===== config.mk =====
export PLATFORM = sky130hd
export DESIGN_NAME = dmem_arbiter
export DESIGN_NICKNAME = d
export VERILOG_FILES = /design/src/rtl/dmem_arb_pkg.sv /design/src/rtl/dmem_burst_seq.sv /design/src/rtl/dmem_arbiter.sv
export SDC_FILE = /design/constraint.sdc
export NUM_CORES = 1
export LEC_CHECK = 0
export ABC_CLOCK_PERIOD_IN_PS = 3480
export BUFFER_PORTS_ARGS = -buffer_cell sky130_fd_sc_hd__buf_2
export CAP_MARGIN = 20
export CORE_MARGIN = 4
export CORE_UTILIZATION = 40
export DETAILED_ROUTE_END_ITERATION = 10
export GPL_ROUTABILITY_DRIVEN = 0
export PLACE_DENSITY = 0.71
export SETUP_SLACK_MARGIN = 0.5
export SYNTH_ARGS = -nofsm -noshare
export SYNTH_HDL_FRONTEND = slang
export SYNTH_SLANG_ARGS = --single-unit

===== constraint.sdc =====
create_clock -name clk -period 3.48 [get_ports clk]
set_input_delay 0.522 -clock clk [delete_from_list [all_inputs] [get_ports clk]]
set_output_delay 0.522 -clock clk [all_outputs]
set_load 0.1 [all_outputs]

===== src/rtl/dmem_arb_pkg.sv =====
// rtl/dmem_arb_pkg.sv - shared types and constants for the data-memory arbiter
package dmem_arb_pkg;

  typedef enum logic {
    IDLE  = 1'b0,
    BURST = 1'b1
  } arb_state_t;

  localparam logic [31:0] WORD_INC         = 32'd4;
  localparam int          BURST_MAX_DEF    = 16;
  localparam int          STARVE_LIMIT_DEF = 4;

endpackage


===== src/rtl/dmem_burst_seq.sv =====
// rtl/dmem_burst_seq.sv - DMA burst address/word-count sequencer
module dmem_burst_seq
  import dmem_arb_pkg::*;
(
  input  logic        clk,
  input  logic        rst_n,
  input  logic        load_i,
  input  logic [31:0] base_i,
  input  logic [7:0]  len_i,
  input  logic        step_i,
  output logic [31:0] addr_o,
  output logic        last_o
);

  logic [31:0] addr_q, addr_d;
  logic [7:0]  remain_q, remain_d;

  // Load a new burst, or advance one word per issued DMA access
  always_comb begin
    addr_d   = addr_q;
    remain_d = remain_q;
    if (load_i) begin
      addr_d   = {base_i[31:2], 2'b00};
      remain_d = len_i;
    end else if (step_i) begin
      addr_d   = addr_q + WORD_INC;
      remain_d = remain_q - 8'd1;
    end
  end

  // Sequencer registers; a reset abandons any burst in flight
  always_ff @(posedge clk or negedge rst_n) begin
    if (!rst_n) begin
      addr_q   <= '0;
      remain_q <= '0;
    end else begin
      addr_q   <= addr_d;
      remain_q <= remain_d;
    end
  end

  assign addr_o = addr_q;
  assign last_o = (remain_q == 8'd1);

endmodule


===== src/rtl/dmem_arbiter.sv =====
// rtl/dmem_arbiter.sv - CPU/DMA arbiter for the single-port data memory
module dmem_arbiter
  import dmem_arb_pkg::*;
#(
  parameter int BURST_MAX    = BURST_MAX_DEF,
  parameter int STARVE_LIMIT = STARVE_LIMIT_DEF
) (
  input  logic        clk,
  input  logic        rst_n,
  input  logic        cpu_req,
  input  logic        cpu_we,
  input  logic [31:0] cpu_addr,
  input  logic [31:0] cpu_wdata,
  output logic [31:0] cpu_rdata,
  output logic        cpu_stall,
  input  logic        dma_req_valid,
  output logic        dma_req_ready,
  input  logic        dma_we,
  input  logic [31:0] dma_base,
  input  logic [7:0]  dma_len,
  input  logic        dma_wvalid,
  output logic        dma_wready,
  input  logic [31:0] dma_wdata,
  output logic        dma_rvalid,
  output logic [31:0] dma_rdata,
  output logic        dma_done,
  output logic        mem_we,
  output logic [31:0] mem_addr,
  output logic [31:0] mem_wdata,
  input  logic [31:0] mem_rdata
);

  localparam logic [7:0] BMAX = 8'(BURST_MAX);
  localparam logic [7:0] SLIM = 8'(STARVE_LIMIT);

  arb_state_t  state_q, state_d;
  logic        we_q, we_d;
  logic [7:0]  starve_q, starve_d;
  logic        done_q, done_d;
  logic [31:0] mem_addr_q, mem_wdata_q;

  logic        cmd_fire, in_burst, dma_can, cpu_grant, dma_grant, seq_last;
  logic [7:0]  len_eff;
  logic [31:0] seq_addr;
  logic        unused_base;

  // Byte offset of the burst base is meaningless for word bursts
  assign unused_base = ^dma_base[1:0];

  assign in_burst  = (state_q == BURST);
  assign cmd_fire  = !in_burst && dma_req_valid;
  assign len_eff   = (dma_len > BMAX) ? BMAX : dma_len;
  assign dma_can   = we_q ? dma_wvalid : 1'b1;
  assign cpu_grant = cpu_req && (!in_burst || !dma_can || (starve_q < SLIM));
  assign dma_grant = !cpu_grant && in_burst && dma_can;

  dmem_burst_seq u_seq (
    .clk    (clk),
    .rst_n  (rst_n),
    .load_i (cmd_fire),
    .base_i (dma_base),
    .len_i  (len_eff),
    .step_i (dma_grant),
    .addr_o (seq_addr),
    .last_o (seq_last)
  );

  // Next state, starvation count and completion pulse
  always_comb begin
    state_d  = state_q;
    we_d     = we_q;
    starve_d = starve_q;
    done_d   = 1'b0;
    if (cmd_fire) begin
      we_d = dma_we;
      if (len_eff == 8'd0) done_d = 1'b1;
      else                 state_d = BURST;
    end
    if (dma_grant) begin
      starve_d = '0;
      if (seq_last) begin
        state_d = IDLE;
        done_d  = 1'b1;
      end
    end else if (cpu_grant && in_burst && dma_can && (starve_q != 8'hFF)) begin
      starve_d = starve_q + 8'd1;
    end
  end

  // Memory port mux; address and write data hold their last value when idle
  always_comb begin
    mem_we    = 1'b0;
    mem_addr  = mem_addr_q;
    mem_wdata = mem_wdata_q;
    if (cpu_grant) begin
      mem_we    = cpu_we;
      mem_addr  = cpu_addr;
      mem_wdata = cpu_wdata;
    end else if (dma_grant) begin
      mem_we    = we_q;
      mem_addr  = seq_addr;
      mem_wdata = dma_wdata;
    end
  end

  // Arbiter state registers
  always_ff @(posedge clk or negedge rst_n) begin
    if (!rst_n) begin
      state_q     <= IDLE;
      we_q        <= 1'b0;
      starve_q    <= '0;
      done_q      <= 1'b0;
      mem_addr_q  <= '0;
      mem_wdata_q <= '0;
    end else begin
      state_q     <= state_d;
      we_q        <= we_d;
      starve_q    <= starve_d;
      done_q      <= done_d;
      mem_addr_q  <= mem_addr;
      mem_wdata_q <= mem_wdata;
    end
  end

  assign cpu_stall     = cpu_req && !cpu_grant;
  assign cpu_rdata     = mem_rdata;
  assign dma_rdata     = mem_rdata;
  assign dma_req_ready = !in_burst;
  assign dma_wready    = dma_grant && we_q;
  assign dma_rvalid    = dma_grant && !we_q;
  assign dma_done      = done_q;

endmodule


Yosys cells after proc, flatten, opt, wreduce, memory -nomap -nowiden
Cells that the tools add are included.
{"block": "totals", "reg_bits": 115, "inputBits": 175, "out_inout_bits": 134, "word_cells": 56}
{"block": "classes", "addsub": 3, "order_cmp": 2, "eq_ne": 2, "mux": 22, "n_reduce_logical": 19}
{"cell": "$mux W32", "n": 6}
{"cell": "$mux W8", "n": 5}
{"cell": "$add A32 B3 Y32 const B", "n": 1}
{"cell": "$mux W1", "n": 11}
{"cell": "$logic_and A1 B1 Y1", "n": 10}
{"cell": "$add A8 B1 Y8 const B", "n": 1}
{"cell": "$eq A8 B1 Y1 const B", "n": 1}
{"cell": "$gt A8 B5 Y1 const B", "n": 1}
{"cell": "$logic_not A8 Y1", "n": 1}
{"cell": "$lt A8 B3 Y1 const B", "n": 1}
{"cell": "$ne A8 B8 Y1 const B", "n": 1}
{"cell": "$sub A8 B1 Y8 const B", "n": 1}
{"cell": "$logic_not A1 Y1", "n": 4}
{"cell": "$reduce_bool A2 Y1", "n": 2}
{"cell": "$logic_or A1 B1 Y1", "n": 2}

Logic depth before layout (Yosys ltp)
Gate-level depths: netlist (run 1).
{"block": "depth", "depth_word": 10, "mapped_depth": 7, "ltp_nobuf": 6}

Cells and area by module
A second synthesis (run 1) with hierarchy kept.
{"block": "unflattened", "hier_cells": 736, "hier_area_um2": 7028.0}
{"module": "dmem_arbiter", "n_inst": 1, "cells_each": 482, "area_per_inst_um2": 4732.0}
{"module": "dmem_burst_seq", "n_inst": 1, "cells_each": 254, "area_per_inst_um2": 2296.0}

Worst setup path after synthesis (run 1)
Ideal clock, no wire load.
{"block": "synth_path", "path_kind": "input-to-output", "start": "input dma_wvalid", "end": "output mem_addr[4]", "t_arrival_ps": 3910, "setup_slack_ps": -952, "cell_stages": 6, "n_path_buf": 1, "path_cell_list": "nand2b_1 -> nand2_1 -> nor2_1 -> clkbuf_1 -> nor2_1 -> a221oi_1"}
{"block": "synth_via", "elab_chain_cells": 10}
{"element": "start: declaration", "line": "dmem_arbiter.sv:21", "source": "input logic dma_wvalid,"}
{"element": "$mux W1 *", "line": "dmem_arbiter.sv:53", "source": "assign dma_can = we_q ? dma_wvalid : 1'b1;"}
{"element": "$logic_not A1 Y1", "line": "dmem_arbiter.sv:54", "source": "assign cpu_grant = cpu_req && (!in_burst || !dma_can || (starve_q < SLIM));"}
{"element": "$logic_or A1 B1 Y1 (2 in series)", "line": "dmem_arbiter.sv:54"}
{"element": "$logic_and A1 B1 Y1", "line": "dmem_arbiter.sv:54"}
{"element": "$logic_not A1 Y1", "line": "dmem_arbiter.sv:55", "source": "assign dma_grant = !cpu_grant && in_burst && dma_can;"}
{"element": "$logic_and A1 B1 Y1 (2 in series)", "line": "dmem_arbiter.sv:55"}
{"element": "$mux W32", "line": "dmem_arbiter.sv:99", "source": "end else if (dma_grant) begin"}
{"element": "$mux W32 *", "line": "dmem_arbiter.sv:95", "source": "if (cpu_grant) begin"}
{"element": "end: declaration", "line": "dmem_arbiter.sv:28", "source": "output logic [31:0] mem_addr,"}
Every way passes the cells marked *; elsewhere a longest branch is shown, timed or not.

Worst setup path in the final report (run 1)
{"block": "layout_path", "start": "register starve_q[2]", "end": "output mem_wdata[11]"}
{"block": "layout_via", "elab_chain_cells": 8}
{"element": "start: declaration", "line": "dmem_arbiter.sv:38", "source": "logic [7:0] starve_q, starve_d;"}
{"element": "start signal: assignment", "line": "dmem_arbiter.sv:118", "source": "starve_q <= starve_d;"}
{"element": "$lt A8 B3 Y1 *", "line": "dmem_arbiter.sv:54"}
{"element": "$logic_or A1 B1 Y1 *", "line": "dmem_arbiter.sv:54"}
{"element": "$logic_and A1 B1 Y1 *", "line": "dmem_arbiter.sv:54"}
{"element": "$logic_not A1 Y1", "line": "dmem_arbiter.sv:55"}
{"element": "$logic_and A1 B1 Y1 (2 in series)", "line": "dmem_arbiter.sv:55"}
{"element": "$mux W32", "line": "dmem_arbiter.sv:99"}
{"element": "$mux W32 *", "line": "dmem_arbiter.sv:95"}
{"element": "end: declaration", "line": "dmem_arbiter.sv:29", "source": "output logic [31:0] mem_wdata,"}
Marked as above.

==> impl_metrics.prom, run 1 <==
# TYPE chip_impl_metric gauge
chip_impl_metric{name="register_to_register_path_depth",unit=""} 9
chip_impl_info{name="critical_path.endpoint_type",value="output pin"} 1
chip_impl_metric{name="synth_nets",unit=""} 906
chip_impl_metric{name="maxClockFrequency",unit="MHz"} 328
chip_impl_metric{name="per_cell_via_count_in_the_routed_design",unit=""} 5.52
chip_impl_metric{name="synth_top_area_share",unit="%"} 44.4
chip_impl_metric{name="drt-total-wl",unit="um"} 21000
chip_impl_info{name="type_of_the_worst_setup_path",value="flip-flop to output pin"} 1
chip_impl_metric{name="detailedPlace.worstSlack",unit="ns"} 0.561
chip_impl_info{name="clk_root_buffer_cell",value="sky130_fd_sc_hd__clkbuf_16"} 1
chip_impl_metric{name="final_min_period_over_clock_period",unit="%"} 87.6
chip_impl_metric{name="synth-warning-count",unit=""} 0
chip_impl_metric{name="initialDrtViolationCount",unit=""} 322
chip_impl_metric{name="floorplan.rows",unit=""} 45
chip_impl_metric{name="io_pins",unit=""} 309
chip_impl_info{name="cts_tree",value="done"} 1
chip_impl_metric{name="ys_seq_area_share",unit="%"} 44.4
chip_impl_metric{name="cts_num_sinks",unit=""} 113
chip_impl_metric{name="ys_seq_elements",unit=""} 113
chip_impl_metric{name="wl_per_cell",unit="um"} 18.5
chip_impl_info{name="crit_end",value="mem_wdata[11]"} 1
chip_impl_metric{name="cts-buffers-inserted",unit=""} 17
chip_impl_metric{name="io_buffer_count",unit=""} 210
chip_impl_metric{name="layout-drive-gt1-share",unit="%"} 39.7
chip_impl_metric{name="synth_area_per_cell",unit="um2"} 8.75
chip_impl_metric{name="cp.required",unit="ns"} 2.96
chip_impl_metric{name="dpl.hpwl",unit="um"} 13300
chip_impl_metric{name="reg2reg_slack",unit="ns"} 1.15
chip_impl_metric{name="final_slew_viol_count",unit=""} 0
chip_impl_info{name="run_status",value="complete, no violations"} 1
chip_impl_info{name="hp-class",value="input port to asynchronous set/reset pin"} 1
chip_impl_metric{name="totalNegativeSetupSlack",unit="ns"} 0
chip_impl_metric{name="gr-usage-all-layers",unit="%"} 21.8
chip_impl_metric{name="vdd_drop_max",unit="V"} 0.000661
chip_impl_metric{name="count_of_distinct_cell_types_in_the_synthesized_netlist",unit=""} 56
chip_impl_metric{name="total_via_count_in_the_routed_design",unit=""} 6251
chip_impl_metric{name="gate_count_after_technology_mapping",unit=""} 727
chip_impl_metric{name="syn_to_layout_area_delta",unit="%"} 53.6
chip_impl_metric{name="setup_violations",unit=""} 0
chip_impl_metric{name="min_period",unit="ns"} 3.05
chip_impl_metric{name="synth-async-reset-ratio",unit="%"} 100
chip_impl_info{name="worst_reg2reg_path_endpoint",value="u_seq.addr_o[21]$_DFFE_PN0P_"} 1
chip_impl_info{name="synth_ff_type",value="sky130_fd_sc_hd__dfrtp_1"} 1
chip_impl_metric{name="worst_slew_pin_slew",unit="ns"} 0.757
chip_impl_metric{name="die_height",unit="um"} 134
chip_impl_metric{name="total_grt_overflow",unit=""} 0
chip_impl_metric{name="worst-path-max-fanout",unit=""} 9
chip_impl_metric{name="final_nets",unit=""} 1088
chip_impl_metric{name="die-width",unit="um"} 134
chip_impl_metric{name="grt_first_pass_wirelength",unit="um"} 31400
chip_impl_metric{name="grt_antenna_before_repair",unit=""} 2
chip_impl_info{name="rsz0062_at_grt",value="yes"} 1
chip_impl_metric{name="max-slew-margin-rel",unit="%"} 49.5
chip_impl_info{name="cp-start-kind",value="flip-flop"} 1
chip_impl_info{name="r2r_start",value="starve_q[2]$_DFFE_PN0P_"} 1
chip_impl_metric{name="initial_core_util",unit="%"} 41.4
chip_impl_metric{name="worstPathArrival",unit="ns"} 2.53
chip_impl_info{name="netlist.top_cell.by_area",value="sky130_fd_sc_hd__dfrtp_1"} 1
chip_impl_metric{name="detail-route-antenna-nets",unit=""} 0
chip_impl_metric{name="clock_skew",unit="ns"} 0.00838
chip_impl_metric{name="number_of_hold_violations_in_the_final_report",unit=""} 0
chip_impl_metric{name="n_antenna_cell",unit=""} 0
chip_impl_metric{name="number_of_enable_type_register_cells_in_the_synthesized_netlist",unit=""} 0
chip_impl_metric{name="cap_viol_max_count",unit=""} 0
chip_impl_metric{name="design_power_total",unit="mW"} 9.46
chip_impl_metric{name="power.density_cell_area",unit="mW/mm2"} 968
chip_impl_metric{name="synthesis.area",unit="mm2"} 0.00636
chip_impl_info{name="ys_top_cells_by_area",value="sky130_fd_sc_hd__dfrtp_1 44%, sky130_fd_sc_hd__buf_4 7.9%, sky130_fd_sc_hd__nand2_1 6.4%"} 1
chip_impl_metric{name="ctsLongestPathBuffers",unit=""} 2
chip_impl_metric{name="worst_skew_pair.late_latency",unit="ns"} 0.42
chip_impl_info{name="critPathLaunch",value="starve_q[2]$_DFFE_PN0P_"} 1
chip_impl_metric{name="clk_pin_slew",unit="ns"} 0.05
chip_impl_metric{name="grt_max_degree",unit=""} 66
chip_impl_metric{name="p_leak",unit="nW"} 4.28
chip_impl_metric{name="clock_tree.htree_level_count",unit=""} 4
chip_impl_metric{name="post-route-worst-setup-slack",unit="ns"} 0.431
chip_impl_metric{name="via_count_of_the_first_global_routing_pass",unit=""} 6093
chip_impl_metric{name="core_region",unit="mm2"} 0.0154
chip_impl_metric{name="first_pass_iteration_count_of_the_detailed_router",unit=""} 4
chip_impl_metric{name="drc",unit=""} 0
chip_impl_metric{name="total_die_area",unit="mm2"} 0.0180
[critical path: stages, from the launching register on]
cell	delay, ns
sky130_fd_sc_hd__dfrtp_1	0.39
sky130_fd_sc_hd__or4_4	0.61
sky130_fd_sc_hd__nor3_4	0.17
sky130_fd_sc_hd__nor2_4	0.07
sky130_fd_sc_hd__nor2b_4	0.12
sky130_fd_sc_hd__buf_12	0.15
sky130_fd_sc_hd__clkbuf_16	0.17
sky130_fd_sc_hd__a221o_1	0.23
sky130_fd_sc_hd__buf_12	0.20
[metal layers]
layer,global-route usage (%),vias up,share of wire [%]
li1,-,2884,-
met2,35.3,302,48
met4,7.58,4,2.5
met5,0,-,0.12
met1,27.0,3007,40
met3,7.88,54,9.6
[where the power goes]
group	total (mW)	switching [mW]	internal, mW
sequential	2.15	0.370	1.78
combinational	5.51	3.47	2.04
clock	1.80	0.641	1.16
total	9.46	4.48	4.98
[stage by stage]
step | area [um2] | utilization (%) | cells | hold WS, ns
floorplan | 6770 | - | 727 | 0.226
global placement | 8520 | 55.4 | 1049 | 0.485
detailed placement | 8520 | 55.4 | 1049 | 0.494
CTS | 9380 | 61.0 | 1100 | 0.142
global route | 9780 | 63.6 | 1133 | 0.173
finish | 9780 | 63.6 | 1133 | 0.122
[sequential cells by signal (all words and copies together) (netlist names)]
register        count
dma_done            1
in_burst            1
mem_addr_q         32
mem_wdata_q        32
starve_q            8
u_seq.addr_o       30
u_seq.remain_q      8
we_q                1
[cells in the final DEF, fill, tap and decap left out, types with 8 or more instances in the layout]
cell type and count:
sky130_fd_sc_hd__xor2_1 8, sky130_fd_sc_hd__nor2_1 79, sky130_fd_sc_hd__dfrtp_1 112, sky130_fd_sc_hd__clkbuf_16 22, sky130_fd_sc_hd__o21ai_0 23, sky130_fd_sc_hd__nand4_1 10, sky130_fd_sc_hd__buf_2 142, sky130_fd_sc_hd__a21oi_1 43
sky130_fd_sc_hd__xnor2_1 9, sky130_fd_sc_hd__nand2_1 109, sky130_fd_sc_hd__nand3_1 20, sky130_fd_sc_hd__buf_12 71, sky130_fd_sc_hd__nor4_1 8, sky130_fd_sc_hd__a221o_1 33, sky130_fd_sc_hd__a211oi_4 26, sky130_fd_sc_hd__nor3_1 37
sky130_fd_sc_hd__buf_4 48
[repair_timing]
action                                  4_1_cts  5_1_grt
resized for setup                            17       11
hold buffers                                  0        0
pin swaps                                    21       20
buffers inserted                             16       25
endpoints found under the hold margin         0        0
endpoints found under the setup margin       67       65
gates cloned                                  3        8
[synth_stat cells, types with 3 or more instances]
master and instances:
sky130_fd_sc_hd__inv_1 7, sky130_fd_sc_hd__nand2b_1 3, sky130_fd_sc_hd__nand2_1 109, sky130_fd_sc_hd__xor2_1 8, sky130_fd_sc_hd__clkbuf_1 32, sky130_fd_sc_hd__nor4_1 8, sky130_fd_sc_hd__buf_2 10, sky130_fd_sc_hd__xnor2_1 9
sky130_fd_sc_hd__o211ai_1 6, sky130_fd_sc_hd__a22o_1 3, sky130_fd_sc_hd__o21ai_0 23, sky130_fd_sc_hd__a21oi_1 43, sky130_fd_sc_hd__and2_1 6, sky130_fd_sc_hd__and3_1 4, sky130_fd_sc_hd__buf_4 67, sky130_fd_sc_hd__a221o_1 33
sky130_fd_sc_hd__and4_1 4, sky130_fd_sc_hd__o311ai_0 3, sky130_fd_sc_hd__dfrtp_1 113, sky130_fd_sc_hd__nor3_1 39, sky130_fd_sc_hd__or4_1 3, sky130_fd_sc_hd__nand3_1 20, sky130_fd_sc_hd__a31oi_1 6, sky130_fd_sc_hd__a211oi_1 26
sky130_fd_sc_hd__or2_2 3, sky130_fd_sc_hd__nand4_1 10, sky130_fd_sc_hd__ha_1 4, sky130_fd_sc_hd__nor2_1 85
[worst min-delay path by stage]
stage                             from                  endpoint  cells after the start  slack, ns
6_report                         rst_n  mem_addr_q[11]$_DFF_PN0_                      1       0.12
5_1_grt                          rst_n  mem_addr_q[11]$_DFF_PN0_                      1       0.17
4_1_cts                          rst_n  mem_addr_q[11]$_DFF_PN0_                      1       0.14
3_5_place_dp   starve_q[1]$_DFFE_PN0P_   starve_q[1]$_DFFE_PN0P_                      2       0.49
3_3_place_gp   starve_q[1]$_DFFE_PN0P_   starve_q[1]$_DFFE_PN0P_                      2       0.49
2_1_floorplan                    rst_n        dma_done$_DFF_PN0_                      0       0.23
[layout make-up]
type / instances / area (um2)
clock inverters: 13 / 161
clock buffers: 19 / 453
inverters: 7 / 26.3
repair buffers: 275 / 2750
flip-flops and latches: 113 / 2830
fillers: 1215 / 5590
well taps: 211 / 264
multi-input cells: 495 / 3300
[cells by family after synthesis]
family                     after synthesis  share of synthesized area [%]
AOI/OAI and AO/OA                      161                           17.9
muxes                                    1                          0.157
adders and majority gates                4                          0.786
xor gates and xnor gates                17                           2.34
and+or+nand+nor                        310                           22.8
DFF                                    113                           44.4
buffers and inverters                  121                           11.5
(Power assumes the default switching activity.)
==> run 2, diff against run 1 <==
--- a/config.mk
+++ b/config.mk
@@ -13,6 +13,7 @@
 export DETAILED_ROUTE_END_ITERATION = 10
 export GPL_ROUTABILITY_DRIVEN = 0
 export PLACE_DENSITY = 0.71
+export RECOVER_POWER = 100
 export SETUP_SLACK_MARGIN = 0.5
 export SYNTH_ARGS = -nofsm -noshare
 export SYNTH_HDL_FRONTEND = slang
==> impl_metrics.prom, run 2 (synthesis results as in run 1) <==
# TYPE chip_impl_metric gauge
chip_impl_metric{name="grt_antenna_before_repair",unit=""} 2
chip_impl_metric{name="register_to_register_path_depth",unit=""} 5
chip_impl_metric{name="cts-buffers-inserted",unit=""} 17
chip_impl_info{name="run_status",value="complete, but fails checks"} 1
chip_impl_metric{name="drt-total-wl",unit="um"} 21000
chip_impl_metric{name="die_height",unit="um"} 134
chip_impl_metric{name="worst_slew_pin_slew",unit="ns"} 2.72
chip_impl_metric{name="cp.required",unit="ns"} 2.96
chip_impl_metric{name="min_period",unit="ns"} 3.18
chip_impl_metric{name="n_antenna_cell",unit=""} 0
chip_impl_metric{name="dpl.hpwl",unit="um"} 13300
chip_impl_info{name="rsz0062_at_grt",value="yes"} 1
chip_impl_metric{name="final_slew_viol_count",unit=""} 93
chip_impl_metric{name="cts_num_sinks",unit=""} 113
chip_impl_info{name="clk_root_buffer_cell",value="sky130_fd_sc_hd__clkbuf_16"} 1
chip_impl_metric{name="grt_max_degree",unit=""} 66
chip_impl_info{name="most_used_cells_in_the_layout_excluding_fill_and_tap_cells",value="139 x sky130_fd_sc_hd__buf_2, 113 x sky130_fd_sc_hd__dfrtp_1, 109 x sky130_fd_sc_hd__nand2_1, 79 x sky130_fd_sc_hd__nor2_1, 69 x sky130_fd_sc_hd__buf_12"} 1
chip_impl_info{name="hp-class",value="input port to flip-flop"} 1
chip_impl_metric{name="cap_viol_max_count",unit=""} 2
chip_impl_metric{name="detail-route-antenna-nets",unit=""} 0
chip_impl_metric{name="core_region",unit="mm2"} 0.0154
chip_impl_metric{name="grt_first_pass_wirelength",unit="um"} 31400
chip_impl_metric{name="final_min_period_over_clock_period",unit="%"} 91.5
chip_impl_info{name="cp-start-kind",value="flip-flop"} 1
chip_impl_metric{name="p_leak",unit="nW"} 4.24
chip_impl_metric{name="total_via_count_in_the_routed_design",unit=""} 6264
chip_impl_metric{name="initial_core_util",unit="%"} 41.4
chip_impl_info{name="cp_cell_sequence",value="or4_1 > nor3_4 > nor2_4 > nor2b_4 > buf_12 > buf_16 > a22o_4 > clkbuf_4"} 1
chip_impl_metric{name="reg2reg_slack",unit="ns"} 0.65
chip_impl_metric{name="total_grt_overflow",unit=""} 0
chip_impl_metric{name="clock_tree.htree_level_count",unit=""} 4
chip_impl_metric{name="totalNegativeSetupSlack",unit="ns"} 0
chip_impl_info{name="violations",value="max-capacitance violations, max-slew violations"} 1
chip_impl_metric{name="setup_violations",unit=""} 0
chip_impl_metric{name="die-width",unit="um"} 134
chip_impl_metric{name="floorplan.rows",unit=""} 45
chip_impl_metric{name="min_path_cells",unit=""} 3
chip_impl_metric{name="via_count_of_the_first_global_routing_pass",unit=""} 6093
chip_impl_metric{name="worstPathArrival",unit="ns"} 2.66
chip_impl_metric{name="layout-drive-gt1-share",unit="%"} 38.6
chip_impl_info{name="min_to",value="we_q$_DFFE_PN0P_"} 1
chip_impl_info{name="cts_tree",value="done"} 1
chip_impl_info{name="layout_commonest_cell",value="sky130_fd_sc_hd__buf_2"} 1
chip_impl_metric{name="first_pass_iteration_count_of_the_detailed_router",unit=""} 4
chip_impl_metric{name="max-slew-margin-rel",unit="%"} -81.1
chip_impl_metric{name="io_buffer_count",unit=""} 210
chip_impl_metric{name="number_of_filler_cells_placed_in_the_layout",unit=""} 1231
chip_impl_metric{name="clk_pin_slew",unit="ns"} 0.05
chip_impl_metric{name="vdd_drop_max",unit="V"} 0.000661
chip_impl_metric{name="worst-path-max-fanout",unit=""} 9
chip_impl_info{name="type_of_the_worst_setup_path",value="flip-flop to output pin"} 1
chip_impl_info{name="cpMaxStageDelayCell",value="sky130_fd_sc_hd__or4_1"} 1
chip_impl_metric{name="total_die_area",unit="mm2"} 0.0180
chip_impl_info{name="r2r_start",value="in_burst$_DFF_PN0_"} 1
chip_impl_info{name="worst_reg2reg_path_endpoint",value="u_seq.remain_q[4]$_DFFE_PN0P_"} 1
chip_impl_info{name="holdCritStartpoint",value="dma_we"} 1
chip_impl_metric{name="syn_to_layout_area_delta",unit="%"} 52.6
chip_impl_metric{name="clock_skew",unit="ns"} 0.00834
chip_impl_metric{name="worst_skew_pair.late_latency",unit="ns"} 0.42
chip_impl_metric{name="gr-usage-all-layers",unit="%"} 21.8
chip_impl_metric{name="placed_cells_incl_taps",unit=""} 1049
chip_impl_metric{name="number_of_hold_violations_in_the_final_report",unit=""} 0
chip_impl_info{name="critical_path.endpoint_type",value="output pin"} 1
chip_impl_metric{name="wl_per_cell",unit="um"} 18.6
chip_impl_metric{name="drc",unit=""} 0
chip_impl_metric{name="power.density_cell_area",unit="mW/mm2"} 972
chip_impl_metric{name="maxClockFrequency",unit="MHz"} 314
chip_impl_metric{name="layout.cells.non_filler",unit=""} 1133
chip_impl_metric{name="ctsLongestPathBuffers",unit=""} 2
chip_impl_metric{name="io_pins",unit=""} 309
chip_impl_metric{name="per_cell_via_count_in_the_routed_design",unit=""} 5.53
chip_impl_metric{name="final_nets",unit=""} 1088
chip_impl_metric{name="initialDrtViolationCount",unit=""} 306
chip_impl_metric{name="crit_path_max_incr_delay",unit="ns"} 0.70
-- run 2: changes by cell type in the layout (fill, tap and decap cells not counted), sizes merged --
cell	previous run	this run
buf	269	240
clkbuf	25	54
-- run 2: per-stage QoR --
stage | instance area, um2 | setup WS (ns) | hold WS (ns) | total power [mW] | util [%]
floorplan | 6770 | 0.503 | 0.226 | 5.86 | -
global placement | 8520 | 0.602 | 0.485 | 7.14 | 55.4
detailed placement | 8520 | 0.561 | 0.494 | 7.20 | 55.4
CTS | 9380 | 0.441 | 0.142 | 9.20 | 61.0
global route | 9710 | 0.193 | 0.312 | 9.82 | 63.2
finish | 9710 | 0.296 | 0.298 | 9.44 | 63.2
-- run 2: power breakdown --
part           internal, mW  total [mW]  switching [mW]
registers              1.78        2.15           0.373
clock network          1.16        1.81           0.651
logic                  2.02        5.48            3.46
-- run 2: final cells by class --
class,instances,area [um2],area share (%)
Timing Repair Buffer,275,2710,27.9
Clock inverter,13,161,1.66
Inverter,7,26.3,0.271
Tap cell,211,264,2.72
Clock buffer,19,453,4.66
Multi-Input combinational cell,495,3270,33.7
Sequential cell,113,2830,29.1
-- run 2: critical path: cells and delay by family (launching register included) --
family,cells,cell delay [ns]
compound gates,1,0.14
buf+inv,3,0.61
flops,1,0.38
simple gates,4,1.11
-- run 2: worst max path at each step --
stage / start / to / cells past startpoint
after floorplan: starve_q[4]$_DFFE_PN0P_ / mem_wdata[10] / 7
final: starve_q[2]$_DFFE_PN0P_ / mem_addr[0] / 8
after CTS: starve_q[2]$_DFFE_PN0P_ / mem_wdata[26] / 8
after global routing: starve_q[2]$_DFFE_PN0P_ / mem_addr[0] / 8
after global placement: dma_wvalid / mem_wdata[4] / 8
after detailed placement: dma_wvalid / mem_addr[2] / 7
-- run 2: layer usage --
metal	up-vias	wire [um]	track usage, %
met3	49	2010	7.88
li1	2879	-	-
met2	297	10100	35.3
met1	3035	8410	27.0
met5	-	26	0
met4	4	480	7.58
-- run 2: repair_timing --
| item | in CTS | in global routing |
|---|---|---|
| gates resized for setup | 17 | 11 |
| pin swaps | 21 | 20 |
| gates cloned | 3 | 8 |
| endpoints found under the setup margin | 67 | 65 |
| buffers inserted | 16 | 25 |
| hold buffers | 0 | 0 |
